**config.mk**
```make
export PLATFORM = sky130hd
export DESIGN_NAME = seg7_scan_driver_flat
export DESIGN_NICKNAME = d
export VERILOG_FILES = /design/src/rtl/seg7_pkg.sv /design/src/rtl/seg7_scan_driver_if.sv /design/src/rtl/seg7_tick_gen.sv /design/src/rtl/seg7_scan_driver.sv /design/src/flat_wrapper.sv
export SDC_FILE = /design/constraint.sdc
export NUM_CORES = 1
export LEC_CHECK = 0
export ABC_CLOCK_PERIOD_IN_PS = 4500
export CAP_MARGIN = 0
export CORE_MARGIN = 2
export CORE_UTILIZATION = 41
export DETAILED_ROUTE_END_ITERATION = 16
export SLEW_MARGIN = 15
export SYNTH_ARGS = -nofsm -noshare
export SYNTH_HDL_FRONTEND = slang
export SYNTH_HIERARCHICAL = 1
export SYNTH_SLANG_ARGS = --single-unit
export TNS_END_PERCENT = 30
```
**constraint.sdc**
```tcl
create_clock -name clk -period 4.5 [get_ports clk]
set_input_delay 1.35 -clock clk [delete_from_list [all_inputs] [get_ports clk]]
set_output_delay 1.35 -clock clk [all_outputs]
set_load 0.1 [all_outputs]
```
**src/rtl/seg7_pkg.sv**
```systemverilog
`default_nettype none
// ============================================================================
// Module      : seg7_pkg
// Description : Shared constants and the hex-to-segment decode for the
//               eight-digit common-anode seven-segment scan driver.
// Revision    : 1.0 - initial release
// ============================================================================
package seg7_pkg;

    typedef logic [6:0] seg_t;
    typedef logic [7:0] an_t;

    // gfedcba, active-low: a 0 bit lights the segment
    localparam seg_t SEG_LUT [16] = '{
        7'b1000000,  // 0
        7'b1111001,  // 1
        7'b0100100,  // 2
        7'b0110000,  // 3
        7'b0011001,  // 4
        7'b0010010,  // 5
        7'b0000010,  // 6
        7'b1111000,  // 7
        7'b0000000,  // 8
        7'b0010000,  // 9
        7'b0001000,  // A
        7'b0000011,  // b
        7'b1000110,  // C
        7'b0100001,  // d
        7'b0000110,  // E
        7'b0001110   // F
    };

    localparam seg_t SEG_OFF = 7'h7F;
    localparam an_t  AN_OFF  = 8'hFF;

    // Active-low one-hot anode select for a digit index
    function automatic an_t an_select(input logic [2:0] idx);
        return ~(8'b0000_0001 << idx);
    endfunction

endpackage
`default_nettype wire

```
**src/rtl/seg7_scan_driver_if.sv**
```systemverilog
`default_nettype none
// ============================================================================
// Module      : seg7_scan_driver_if
// Description : Display-word and pin bundle between the board wrapper
//               (master) and the seven-segment scan driver (slave).
// Revision    : 1.0 - initial release
// ============================================================================
interface seg7_scan_driver_if;

    logic [31:0] data;
    logic        load;
    logic        freeze;
    logic        lzs_en;
    logic [7:0]  dp;
    logic [7:0]  blank_mask;
    logic [6:0]  seg;
    logic        dp_n;
    logic [7:0]  an;
    logic        frame_done;

    modport master (
        output data, load, freeze, lzs_en, dp, blank_mask,
        input  seg, dp_n, an, frame_done
    );

    modport slave (
        input  data, load, freeze, lzs_en, dp, blank_mask,
        output seg, dp_n, an, frame_done
    );

endinterface
`default_nettype wire

```
**src/rtl/seg7_tick_gen.sv**
```systemverilog
`default_nettype none
// ============================================================================
// Module      : seg7_tick_gen
// Description : Free-running prescaler counting 0..DIV-1; o_tick is high for
//               the single cycle the count sits at DIV-1.
// Revision    : 1.0 - initial release
// ============================================================================
module seg7_tick_gen #(
    parameter int unsigned DIV = 2
) (
    input  wire logic clk,
    input  wire logic reset,
    output logic      o_tick
);

    localparam int unsigned         CW     = $clog2(DIV);
    localparam logic [CW-1:0]       C_LAST = CW'(DIV - 1);

    logic [CW-1:0] r_cnt;

    // Prescaler: wrap to zero after the last count
    always_ff @(posedge clk or posedge reset) begin
        if (reset) begin
            r_cnt <= '0;
        end else if (r_cnt == C_LAST) begin
            r_cnt <= '0;
        end else begin
            r_cnt <= r_cnt + CW'(1);
        end
    end

    assign o_tick = (r_cnt == C_LAST);

endmodule
`default_nettype wire

```
**src/rtl/seg7_scan_driver.sv**
```systemverilog
`default_nettype none
// ============================================================================
// Module      : seg7_scan_driver
// Description : Eight-digit multiplexed seven-segment driver with frame
//               snapshotting, freeze, per-digit blanking, leading-zero
//               suppression, decimal points and an anti-ghosting dead time.
// Revision    : 1.0 - initial release
// ============================================================================
module seg7_scan_driver
    import seg7_pkg::*;
#(
    parameter int unsigned CLK_HZ    = 100000000,
    parameter int unsigned SCAN_HZ   = 3040,
    // Dead cycles after each digit change; must stay below DIV
    parameter int unsigned BLANK_CYC = 64
) (
    input  wire logic          clk,
    input  wire logic          reset,
    seg7_scan_driver_if.slave  bus
);

    localparam int unsigned   DIV     = CLK_HZ / SCAN_HZ;
    localparam int unsigned   BW      = (BLANK_CYC > 0) ? $clog2(BLANK_CYC + 1) : 1;
    localparam logic [BW-1:0] C_BLANK = BW'(BLANK_CYC);

    logic          w_tick;
    logic          w_boundary;
    logic [2:0]    r_idx;
    logic [31:0]   r_shadow;
    logic [31:0]   r_disp;
    logic [BW-1:0] r_blank;
    logic [7:0]    w_lz_above;
    logic [3:0]    w_nib;
    logic          w_dark;
    an_t           w_an_nxt;
    seg_t          w_seg_nxt;
    logic          w_dpn_nxt;
    an_t           r_an;
    seg_t          r_seg;
    logic          r_dp_n;
    logic          r_frame_done;

    seg7_tick_gen #(
        .DIV    (DIV)
    ) u_tick (
        .clk    (clk),
        .reset  (reset),
        .o_tick (w_tick)
    );

    // The tick leaving digit 7 closes the frame
    assign w_boundary = w_tick && (r_idx == 3'd7);

    // Digit index advances once per prescaler period
    always_ff @(posedge clk or posedge reset) begin
        if (reset) begin
            r_idx <= 3'd0;
        end else if (w_tick) begin
            r_idx <= r_idx + 3'd1;
        end
    end

    // Shadow register follows every load strobe
    always_ff @(posedge clk or posedge reset) begin
        if (reset) begin
            r_shadow <= '0;
        end else if (bus.load) begin
            r_shadow <= bus.data;
        end
    end

    // Frame snapshot only at the boundary so a frame never mixes two words;
    // a load on the boundary cycle itself bypasses the shadow
    always_ff @(posedge clk or posedge reset) begin
        if (reset) begin
            r_disp <= '0;
        end else if (w_boundary && !bus.freeze) begin
            r_disp <= bus.load ? bus.data : r_shadow;
        end
    end

    // Dead-time counter: reloaded at every digit change, then runs to zero
    always_ff @(posedge clk or posedge reset) begin
        if (reset) begin
            r_blank <= C_BLANK;
        end else if (w_tick) begin
            r_blank <= C_BLANK;
        end else if (r_blank != '0) begin
            r_blank <= r_blank - BW'(1);
        end
    end

    // w_lz_above[i]: nibbles 7..i of the frame are all zero
    for (genvar i = 0; i < 8; i++) begin : g_lz
        assign w_lz_above[i] = (r_disp[31:4*i] == '0);
    end

    assign w_nib  = r_disp[{r_idx, 2'b00} +: 4];
    assign w_dark = bus.blank_mask[r_idx]
                  | (bus.lzs_en & (r_idx != 3'd0) & w_lz_above[r_idx]);

    // Next pin values: all anodes off during dead time, else scan the digit
    always_comb begin
        w_an_nxt  = AN_OFF;
        w_seg_nxt = SEG_OFF;
        w_dpn_nxt = 1'b1;
        if (r_blank == '0) begin
            w_an_nxt = an_select(r_idx);
            if (!w_dark) begin
                w_seg_nxt = SEG_LUT[w_nib];
                w_dpn_nxt = ~bus.dp[r_idx];
            end
        end
    end

    // Registered pins and frame pulse
    always_ff @(posedge clk or posedge reset) begin
        if (reset) begin
            r_an         <= AN_OFF;
            r_seg        <= SEG_OFF;
            r_dp_n       <= 1'b1;
            r_frame_done <= 1'b0;
        end else begin
            r_an         <= w_an_nxt;
            r_seg        <= w_seg_nxt;
            r_dp_n       <= w_dpn_nxt;
            r_frame_done <= w_boundary;
        end
    end

    assign bus.an         = r_an;
    assign bus.seg        = r_seg;
    assign bus.dp_n       = r_dp_n;
    assign bus.frame_done = r_frame_done;

endmodule
`default_nettype wire
```
**src/flat_wrapper.sv**
```systemverilog
// flat-port wrapper written by rule: the top's interface ports become plain ports
module seg7_scan_driver_flat import seg7_pkg::*;
#(
    parameter int unsigned CLK_HZ    = 100000000,
    parameter int unsigned SCAN_HZ   = 3040,
                                                               
    parameter int unsigned BLANK_CYC = 64
)
  (clk, reset, bus_data, bus_load, bus_freeze, bus_lzs_en, bus_dp, bus_blank_mask, bus_seg, bus_dp_n, bus_an, bus_frame_done);
  seg7_scan_driver_if bus_i ();
  input  wire logic clk;
  input  wire logic reset;
  input wire logic [$bits(bus_i.data)-1:0] bus_data;
  input wire logic [$bits(bus_i.load)-1:0] bus_load;
  input wire logic [$bits(bus_i.freeze)-1:0] bus_freeze;
  input wire logic [$bits(bus_i.lzs_en)-1:0] bus_lzs_en;
  input wire logic [$bits(bus_i.dp)-1:0] bus_dp;
  input wire logic [$bits(bus_i.blank_mask)-1:0] bus_blank_mask;
  output wire logic [$bits(bus_i.seg)-1:0] bus_seg;
  output wire logic [$bits(bus_i.dp_n)-1:0] bus_dp_n;
  output wire logic [$bits(bus_i.an)-1:0] bus_an;
  output wire logic [$bits(bus_i.frame_done)-1:0] bus_frame_done;
  assign bus_i.data = bus_data;
  assign bus_i.load = bus_load;
  assign bus_i.freeze = bus_freeze;
  assign bus_i.lzs_en = bus_lzs_en;
  assign bus_i.dp = bus_dp;
  assign bus_i.blank_mask = bus_blank_mask;
  assign bus_seg = bus_i.seg;
  assign bus_dp_n = bus_i.dp_n;
  assign bus_an = bus_i.an;
  assign bus_frame_done = bus_i.frame_done;
  seg7_scan_driver #(.CLK_HZ(CLK_HZ), .SCAN_HZ(SCAN_HZ), .BLANK_CYC(BLANK_CYC)) u_core (.clk(clk), .reset(reset), .bus(bus_i));
endmodule
```
==> Yosys cells after proc, flatten, opt, wreduce, memory -nomap -nowiden <==
Memory sizes are Yosys's and may differ from the RTL's.
Cells that the tools add are included.
W data, S select, Z words.
{ "op_classes": {"n_addsub": 3, "multipliers": 0, "div": 0, "order_cmp": 2, "eq_ne": 2, "shifts": 2, "n_mux": 17, "bitwise": 6, "reduce_logical": 15} }
{ "op_table": {"columns": ["op", "count"], "rows": [
  ["$mux W7", 6],
  ["$logic_not A32 Y1", 1],
  ["$mux W32", 1],
  ["$shiftx A32 B6 Y4", 1],
  ["$logic_not A28 Y1", 1],
  ["$logic_not A24 Y1", 1],
  ["$logic_not A20 Y1", 1],
  ["$add A16 B1 Y16 const B", 1],
  ["$eq A16 B16 Y1 const B", 1],
  ["$logic_not A16 Y1", 1],
  ["$mux W16", 1],
  ["$logic_not A12 Y1", 1],
  ["$bmux W1 S3", 3],
  ["$logic_not A8 Y1", 1],
  ["$mux W8", 1],
  ["$not A8 Y8", 1],
  ["$shl A1 B3 Y8 const A", 1],
  ["$logic_not A7 Y1", 1],
  ["$reduce_bool A7 Y1", 1],
  ["$sub A7 B1 Y7 const B", 1],
  ["$ge A5 B5 Y1 const B", 1],
  ["$mux W1", 5],
  ["$not A4 Y5", 1],
  ["$logic_not A4 Y1", 1],
  ["10 further kinds", 12]
]} }
{ "word_totals": {"regBits": 107, "latchBits": 0, "ramBits": 0, "rom_bits": 112, "inputBits": 53, "out_inout_bits": 17, "wordCells": 57, "mem_count": 1} }
{ "memory_table": {"columns": ["memory", "words", "width", "read_ports", "rd_ports_with_merged_regs", "wr", "line_no", "rtl"], "rows": [
  ["(name not given)", 16, 7, 1, 0, 0, "seg7_scan_driver.sv:110", "w_seg_nxt = SEG_LUT[w_nib];"]
]} }

==> Longest topological paths before layout <==
Gate-level depths: netlist (run 1).
{ "depth": {"ltp_word": 7, "depth_mapped": 10, "depth_no_buf": 8} }

==> Hierarchy <==
Netlist (run 1), hierarchy kept.
{ "by_module_without_submodules": {"columns": ["mod", "n_inst", "cells_per_inst", "area_per_inst_um2", "seq_area_each_um2"], "rows": [
  ["seg7_scan_driver", 1, 303, 4141.5, 2298.5],
  ["seg7_tick_gen", 1, 71, 777.0, 400.4]
]} }

==> Worst setup path before layout (run 1) <==
OpenSTA, ideal clock, no wires.
{ "synth_timing": {"kind": "input -> register", "from": "input bus_load", "to": "register u_core.r_disp[17]", "setup_ns": 0.125, "arrival_time_ns": 2.487, "required_ns": 4.375, "slack_ns": 1.888, "path_stages": 4, "path_buffers": 2, "cell_sequence": "clkbuf_1 > clkbuf_1 > mux2_2 > mux2_2"} }
{ "synth_via": {"elab_chain_cells": 1} }
{ "synth_lines": {"columns": ["element", "line_no", "rtl"], "rows": [
  ["start: declaration", "flat_wrapper.sv:14", "input wire logic [$bits(bus_i.load)-1:0] bus_load;"],
  ["$mux W32", "seg7_scan_driver.sv:78", "r_disp <= bus.load ? bus.data : r_shadow;"],
  ["end signal: assignment", "seg7_scan_driver.sv:78", null],
  ["end: declaration", "seg7_scan_driver.sv:30", "logic [31:0] r_disp;"]
]} }
No other way between the ends.
A chain may end at the register's enable or synchronous reset.

==> Worst setup path in the final report (run 1) <==
{ "layout_timing": {"from": "register u_core.r_an[5] (netlist: u_core/bus.an[5])", "to": "output bus_an[5]"} }
{ "layout_rtl": {"columns": ["element", "line_no", "rtl"], "rows": [
  ["start: declaration", "seg7_scan_driver.sv:38", "an_t r_an;"],
  ["start signal: assignment", "seg7_scan_driver.sv:124", "r_an <= w_an_nxt;"],
  ["end: declaration", "flat_wrapper.sv:21", "output wire logic [$bits(bus_i.an)-1:0] bus_an;"]
]} }
No word-level cell between the ends.

==> flow_summary.ini, run 1 <==
[status]
outcome = complete, no violations

[place]
dp_slack_ns = 1.48
dp_hpwl_mm = 6.87
place_congestion = 0.800
dp_cells = 578
portBuffers = 69
placed_cell_area_um2 = 5750

[global_routing]
gr-total-overflow = 0
antenna_found_initial = 0
grt_use_total = 0.159
first_global_vias = 3120
grt_pass1_wl_mm = 15.8
grt_start_max_net_pins = 36

[synth]
synthFlopType = dfrtp_1
synth_top_area_share = 0.458
synth_area_leaders = dfrtp_1, mux2_2, dfstp_2, mux4_2, ha_1
syn_area_um2 = 4920
yosysUniqueCellTypes = 41
synthCells = 374
yosys_warnings = 6
yosysMostFrequentCell = dfrtp_1
ys_ff_latch = 107
yosys.area.top_type = dfrtp_1
synth_edf_count = 0
synth_fp_nets = 442
synth.cells.most_frequent = dfrtp_1, mux2_2, nor2_1
syn_avg_cell_area_um2 = 13.2
postSynth.asyncResetShare = 1.00
yosysSeqAreaShare = 0.549

[floorplanning]
coreArea_um2 = 11900
die_h_um = 114
die_area_um2 = 12900
die_x_um = 114
rows = 40
io_pins = 70
initial_core_util = 0.415

[sta]
rsz0062_at_grt = no
layout_min_cycle_time_ns = 3.34
clock.fmax_mhz = 299
fin_crit_sh = 0.743
setup_tns_ns = 0
relSlewSlack = 0.347
tightestPinTransition_ns = 0.977
setup_viol = 0
holdWs_ns = 0.481
worst_slack_ns = 1.16
hold_viol = 0
slew_viol_final = 0
clock-skew-final_ns = 0.00623

[detailed_routing]
vias = 3030
wl_met1_mm = 4.43
route.met3.wl_um = 474
drc_errors = 0
drtIter0Drc = 119
first_pass_iters = 4
wl_met2_mm = 4.32
antenna_left = 0
wirelength_mm = 9.46
top_layer = met4
wire_per_inst_um = 15.9
viasPerCell = 5.10

[worst_setup_path]
path_buf_inv = 1
path_class = flop to output port
worstPathCellList = clkdlybuf4s50_1
slowest_stage = clkdlybuf4s50_1
cpPeakStageDelay_ns = 1.13
cp_max_fo = 1
crit_path_start_kind = flop
cp.required_ns = 3.15
cpLargestDelayFamily = buffers and inverters
end_kind = output port
worstPathArrival_ns = 1.99

[clock_tree]
clk_latency_ns = 0.35
cts_max_level = 3
cts-root-buf = clkbuf_16
cts_buffers = 9
clk_pin_slew_ns = 0.07
tritoncts = built
cts_buffer_depth = 2
clkSinkCount = 107
cts_setup_buffers = 0
postCtsHoldBufs = 0
cts_resized = 0

[power]
power_density_nw_per_um2 = 327
finalPower_mw = 1.99
swShare = 0.214
ir_drop_v = 0.000202
p_clk_frac = 0.419
p_int_mw = 1.56
seqPwrFrac = 0.505
p_leak_nw = 2.69
pwr-share-comb = 0.076
p_sw_mw = 0.426

[min_path]
hp-class = flop to flop

[layout]
diodes = 0
utilization = 0.512
layout.cells.non_filler = 594
nNetsFinal = 510
seqCellArea_um2 = 2700
layout-drive-gt1-share = 0.282
syn_to_final_growth_pct = 23.5
design_area_um2 = 6070
multiInputGateArea_um2 = 2100
nFillCells = 1045

[run]
cap_violations = 0
[layout by cell type (no fill, tap or decap), types with 2 or more instances in the layout]
master           Yosys  routed
nand3_1             11      11
o211ai_1             6       6
nand4_1              4       4
bufinv_16            0       2
o21ai_0              7       7
clkdlybuf4s50_1      0      69
inv_1               12      11
and2_1               5       5
nand2b_1             2       2
nor3_1               3       3
nand2_1             22      22
or4_4                2       2
nor4_1              11      11
buf_4                0       4
dfstp_2             17      17
mux2i_1              4       4
clkinv_2             0       2
a21oi_1              3       3
ha_1                15      15
nor2_1              29      29
xor2_1               8       8
dfrtp_1             90      90
clkbuf_16            0       9
xnor2_1             10      10
mux2_2              67      67
or3_1                2       2
a211oi_1             2       2
mux4_2              12      12
[path summary, 6_finish.rpt]
path	startpoint	end	slack, ns	cells past startpoint
max reg2reg	u_core/r_idx[0]	u_core/bus.seg[6]	1.51	7
min	u_core/u_tick/r_cnt[0]	u_core/u_tick/r_cnt[0]	0.48	1
max	u_core/bus.an[5]	bus_an[5]	1.16	1
max in group asynchronous	reset	u_core/bus.seg[1]	2.35	3
min in group asynchronous	reset	u_core/r_blank[0]	1.35	2
min reg2reg	u_core/u_tick/r_cnt[0]	u_core/u_tick/r_cnt[0]	0.48	1
[cell type report]
class | instances | share of cell area
multi-input combinational | 238 | 0.346
inverter | 13 | 0.00824
tap | 147 | 0.0303
sequential | 107 | 0.444
clock buffer | 10 | 0.0377
timing repair buffer | 73 | 0.119
clock inverter | 6 | 0.0148
[power by group through the flow]
stage,logic [mW],registers (mW),clock network [mW]
after floorplan,0.0606,1.04,0
after global placement,0.154,1.02,0
after detailed placement,0.155,1.02,0
after CTS,0.156,1.00,0.862
after global routing,0.165,1.01,0.901
final,0.151,1.00,0.833
[registers in the layout, summed over array words and instances, names as in the netlist]
signal	cells
u_core/bus.an	8
u_core/bus.dp_n	1
u_core/bus.frame_done	1
u_core/bus.seg	7
u_core/r_blank	7
u_core/r_disp	32
u_core/r_idx	3
u_core/r_shadow	32
u_core/u_tick/r_cnt	16
[kinds of logic after synthesis]
group | count (synthesis) | synth area share
AND/OR/NAND/NOR | 99 | 0.110
buffers and inverters | 29 | 0.0244
adder cells (fa/ha/maj) | 15 | 0.0382
AO/OA/AOI/OAI | 23 | 0.0300
XOR/XNOR | 18 | 0.0321
flip-flops | 107 | 0.549
multiplexers | 83 | 0.216
[layer usage]
layer,global-route usage,vias to the layer above
li1,-,1457
met3,0.0393,15
met5,0,-
met4,0.0707,0
met1,0.215,1489
met2,0.246,69
(Power assumes the default switching activity.)
==> run 2: changes to the inputs <==
- ABC_CLOCK_PERIOD_IN_PS: 4500 -> 3000
- PLACE_DENSITY: not set -> 0.65
- clock period: 4.5 -> 3 ns (I/O delays scaled with it)
==> flow_summary.ini, run 2 (synthesis results as in run 1) <==
[status]
outcome = complete, no violations

[min_path]
hp-start = u_core/r_shadow[12]
hp-class = flop to flop
min_to = u_core/r_shadow[12]
hold_depth = 1

[clock_tree]
tritoncts = built
cts_resized = 0
clk_pin_slew_ns = 0.07
cts_buffers = 9
cts_setup_buffers = 0
cts_buffer_depth = 2
clk_latency_ns = 0.34
clkSinkCount = 107
cts_max_level = 3
postCtsHoldBufs = 0
cts-root-buf = clkbuf_16

[place]
dp_hpwl_mm = 7.11
portBuffers = 69
place_congestion = 0.774
dp_slack_ns = 0.425

[detailed_routing]
drtIter0Drc = 93
vias = 3156
drc_errors = 0
first_pass_iters = 4
wire_per_inst_um = 16.1
wirelength_mm = 9.67
viasPerCell = 5.25
antenna_left = 0

[worst_setup_path]
r2r_slack_ns = 0.60
path_class = flop to flop
cp_max_fo = 14
end_kind = flop
r2r_end = u_core/bus.seg[3]
worstPathArrival_ns = 2.67
reg2reg_from = u_core/r_idx[1]
r2r_cells = 8
crit_path_start_kind = flop
cp.required_ns = 3.27

[floorplanning]
coreArea_um2 = 11900
die_area_um2 = 12900
die_h_um = 114
initial_core_util = 0.415
rows = 40
io_pins = 70
die_x_um = 114

[sta]
hold_viol = 0
tightestPinTransition_ns = 0.817
layout_min_cycle_time_ns = 2.40
setup_tns_ns = 0
clock.fmax_mhz = 417
relSlewSlack = 0.451
setup_viol = 0
fin_crit_sh = 0.800
worst_slack_ns = 0.601
slew_viol_final = 0
rsz0062_at_grt = no
clock-skew-final_ns = 0.00639

[layout]
layout-drive-gt1-share = 0.331
final_cell_mix = dfrtp_1, mux2_2, clkdlybuf4s50_1
syn_to_final_growth_pct = 24.2
final_common_cell = dfrtp_1
nNetsFinal = 516
reg.largest.list = u_core/r_disp x32, u_core/r_shadow x32, u_core/u_tick/r_cnt x16
utilization = 0.515

[power]
ir_drop_v = 0.000266
p_leak_nw = 2.74
power_density_nw_per_um2 = 480
finalPower_mw = 2.93

[global_routing]
antenna_found_initial = 1
grt_use_total = 0.160
grt_pass1_wl_mm = 16.2
grt_start_max_net_pins = 39
gr-total-overflow = 0
first_global_vias = 3270

[run]
cap_violations = 0
run 2: worst max-delay path, stage by stage, from the launching register on:
cell and delay [ns]:
dfrtp_1 0.70, mux4_2 0.57, mux2_2 0.34, inv_1 0.12
ha_1 0.23, inv_1 0.07, nor2_1 0.11, o21ai_0 0.09
o211ai_1 0.09
run 2: cell type report:
| type | count | area, µm² |
|---|---|---|
| inverters | 13 | 52.6 |
| multi-input cells | 238 | 2100 |
| diodes | 1 | 2.50 |
| flip-flops and latches | 107 | 2700 |
| clock buffers | 9 | 225 |
| repair buffers | 79 | 761 |
| fillers | 1005 | 5750 |
| well taps | 147 | 184 |
| clock inverters | 7 | 83.8 |
run 2: where the power goes:
| group | internal (mW) | switching [mW] |
|---|---|---|
| clock network | 0.662 | 0.534 |
| registers | 1.49 | 0.0116 |
| logic | 0.119 | 0.114 |
| total | 2.27 | 0.659 |
run 2: how the worst max path moves through the flow:
stage                 startpoint           endpoint  slack, ns  cells past startpoint
3_5_place_dp   bus_blank_mask[2]  u_core/bus.seg[6]       0.43                      6
5_1_grt          u_core/r_idx[0]  u_core/bus.seg[5]       0.42                      8
3_3_place_gp   bus_blank_mask[7]  u_core/bus.seg[1]       0.44                      6
4_1_cts          u_core/r_idx[0]  u_core/bus.seg[5]       0.61                      8
6_report         u_core/r_idx[1]  u_core/bus.seg[3]       0.60                      8
2_1_floorplan    u_core/r_idx[0]  u_core/bus.seg[5]       0.47                      9
run 2: metrics by stage:
step | hold WS [ns] | cell area (µm²) | instances
floorplan | 0.453 | 4920 | 374
global placement | 0.466 | 5800 | 584
detailed placement | 0.483 | 5800 | 584
CTS | 0.492 | 6100 | 600
global route | 0.518 | 6100 | 600
finish | 0.498 | 6110 | 601
run 2: per-layer routing:
| layer | part of all wire | vias up | track usage |
|---|---|---|---|
| li1 | - | 1477 | - |
| met1 | 0.47 | 1580 | 0.223 |
| met2 | 0.45 | 88 | 0.242 |
| met3 | 0.059 | 11 | 0.0425 |
| met4 | 0.015 | 0 | 0.0593 |
| met5 | 0 | - | 0 |
==> run 3: changes to the inputs <==
- ABC_CLOCK_PERIOD_IN_PS: 3000 -> 2050
- clock period: 3 -> 2.05 ns (I/O delays scaled with it)
==> flow_summary.ini, run 3 (synthesis results as in run 1) <==
[detailed_routing]
drtIter0Drc = 112
first_pass_iters = 5
drc_errors = 0
wire_per_inst_um = 15.5
vias = 3211
viasPerCell = 5.08
antenna_left = 0
wirelength_mm = 9.80

[sta]
holdWs_ns = 0.484
setup_viol = 0
clock-skew-final_ns = 0.00931
setup_tns_ns = 0
tightestPinTransition_ns = 0.550
rsz0062_at_grt = yes
layout_min_cycle_time_ns = 2.02
slew_viol_final = 0
clock.fmax_mhz = 495
fin_crit_sh = 0.985
relSlewSlack = 0.630
hold_viol = 0

[global_routing]
antenna_found_initial = 1
grt_pass1_wl_mm = 16.3
grt_use_total = 0.160
gr-total-overflow = 0
grt_start_max_net_pins = 37
first_global_vias = 3234

[place]
dp_cells = 611
place_congestion = 0.822
portBuffers = 69
placed_cell_area_um2 = 6240
dp_hpwl_mm = 7.27

[clock_tree]
clkSinkCount = 107
clk_pin_slew_ns = 0.07
clk_latency_ns = 0.35
tritoncts = built
cts_buffers = 9
cts-root-buf = clkbuf_16
cts_max_level = 3
postCtsHoldBufs = 0
cts_buffer_depth = 2

[min_path]
hp-class = flop to flop
hp-start = u_core/u_tick/r_cnt[0]
hold_depth = 1
min_to = u_core/u_tick/r_cnt[0]

[floorplanning]
rows = 40
die_area_um2 = 12900
initial_core_util = 0.415
coreArea_um2 = 11900
die_x_um = 114
die_h_um = 114
io_pins = 70

[worst_setup_path]
path_class = flop to flop
worstPathArrival_ns = 2.28
end_kind = flop
cp.required_ns = 2.31
reg2reg_from = u_core/r_blank[0]
r2r_cells = 7
r2r_slack_ns = 0.03
crit_path_start_kind = flop
cp_max_fo = 8
r2r_end = u_core/bus.seg[6]

[power]
finalPower_mw = 4.24
ir_drop_v = 0.000402
p_leak_nw = 3.00
power_density_nw_per_um2 = 639

[layout]
final_cell_mix = dfrtp_1, mux2_2, clkdlybuf4s50_1
syn_to_final_growth_pct = 34.8
final_common_cell = dfrtp_1
layout.cells.non_filler = 632
layout-drive-gt1-share = 0.401
nNetsFinal = 547
reg.largest.list = u_core/r_disp x32, u_core/r_shadow x32, u_core/u_tick/r_cnt x16
design_area_um2 = 6630

[status]
outcome = complete, no violations

[run]
cap_violations = 0
run 3: what timing repair did:
item                                    CTS  global route
cloned                                    0             1
buffers inserted                          1             2
endpoints found under the setup margin   40            46
pin swaps                                 4             1
resized for setup                         6            13
run 3: critical path: stages, from the launching register on:
cell and delay (ns):
dfrtp_1 0.40, inv_2 0.08, ha_4 0.13, or3b_4 0.38
or4_4 0.45, nor4_4 0.21, buf_4 0.18, o211ai_1 0.10
run 3: through the flow:
step,setup WS [ns],util
2_1_floorplan,-0.477,-
3_3_place_gp,-0.141,0.526
3_5_place_dp,-0.167,0.526
4_1_cts,-0.0481,0.553
5_1_grt,-0.0948,0.559
6_report,0.0302,0.559
run 3: worst max path at each step:
stage	startpoint	end	slack, ns	cells past startpoint
final	u_core/r_blank[0]	u_core/bus.seg[6]	0.03	7
after global routing	u_core/r_idx[0]	u_core/bus.seg[6]	-0.09	7
after CTS	u_core/r_blank[0]	u_core/bus.seg[6]	-0.05	7
after detailed placement	bus_blank_mask[7]	u_core/bus.seg[6]	-0.17	7
after global placement	bus_blank_mask[7]	u_core/bus.seg[5]	-0.14	7
after floorplan	u_core/r_idx[0]	u_core/bus.seg[5]	-0.48	9
run 3: routing by layer:
metal  routed length, µm  up-vias  global-route usage  part of all wire
met1                4680     1582               0.225              0.48
met5                   0        -                   0                 0
met2                4500       75               0.245              0.46
li1                    -     1540                   -                 -
met4                 183        0              0.0691             0.019
met3                 435       14              0.0313             0.044
run 3: area by class of cell:
class                           instances  area (µm²)
Multi-Input combinational cell        238        2150
Inverter                               13        52.6
Antenna cell                            1        2.50
Sequential cell                       107        2700
Fill cell                             988        5230
Tap cell                              147         184
Clock inverter                          3        21.3
Clock buffer                           13         270
Timing Repair Buffer                  110        1250
run 3: power by group:
| part | internal [mW] | switching, mW | leakage, nW | total (mW) |
|---|---|---|---|---|
| logic | 0.201 | 0.169 | 1.51 | 0.370 |
| clock network | 0.924 | 0.735 | 0.142 | 1.66 |
| registers | 2.19 | 0.0203 | 1.35 | 2.21 |
| total | 3.31 | 0.924 | 3.00 | 4.24 |
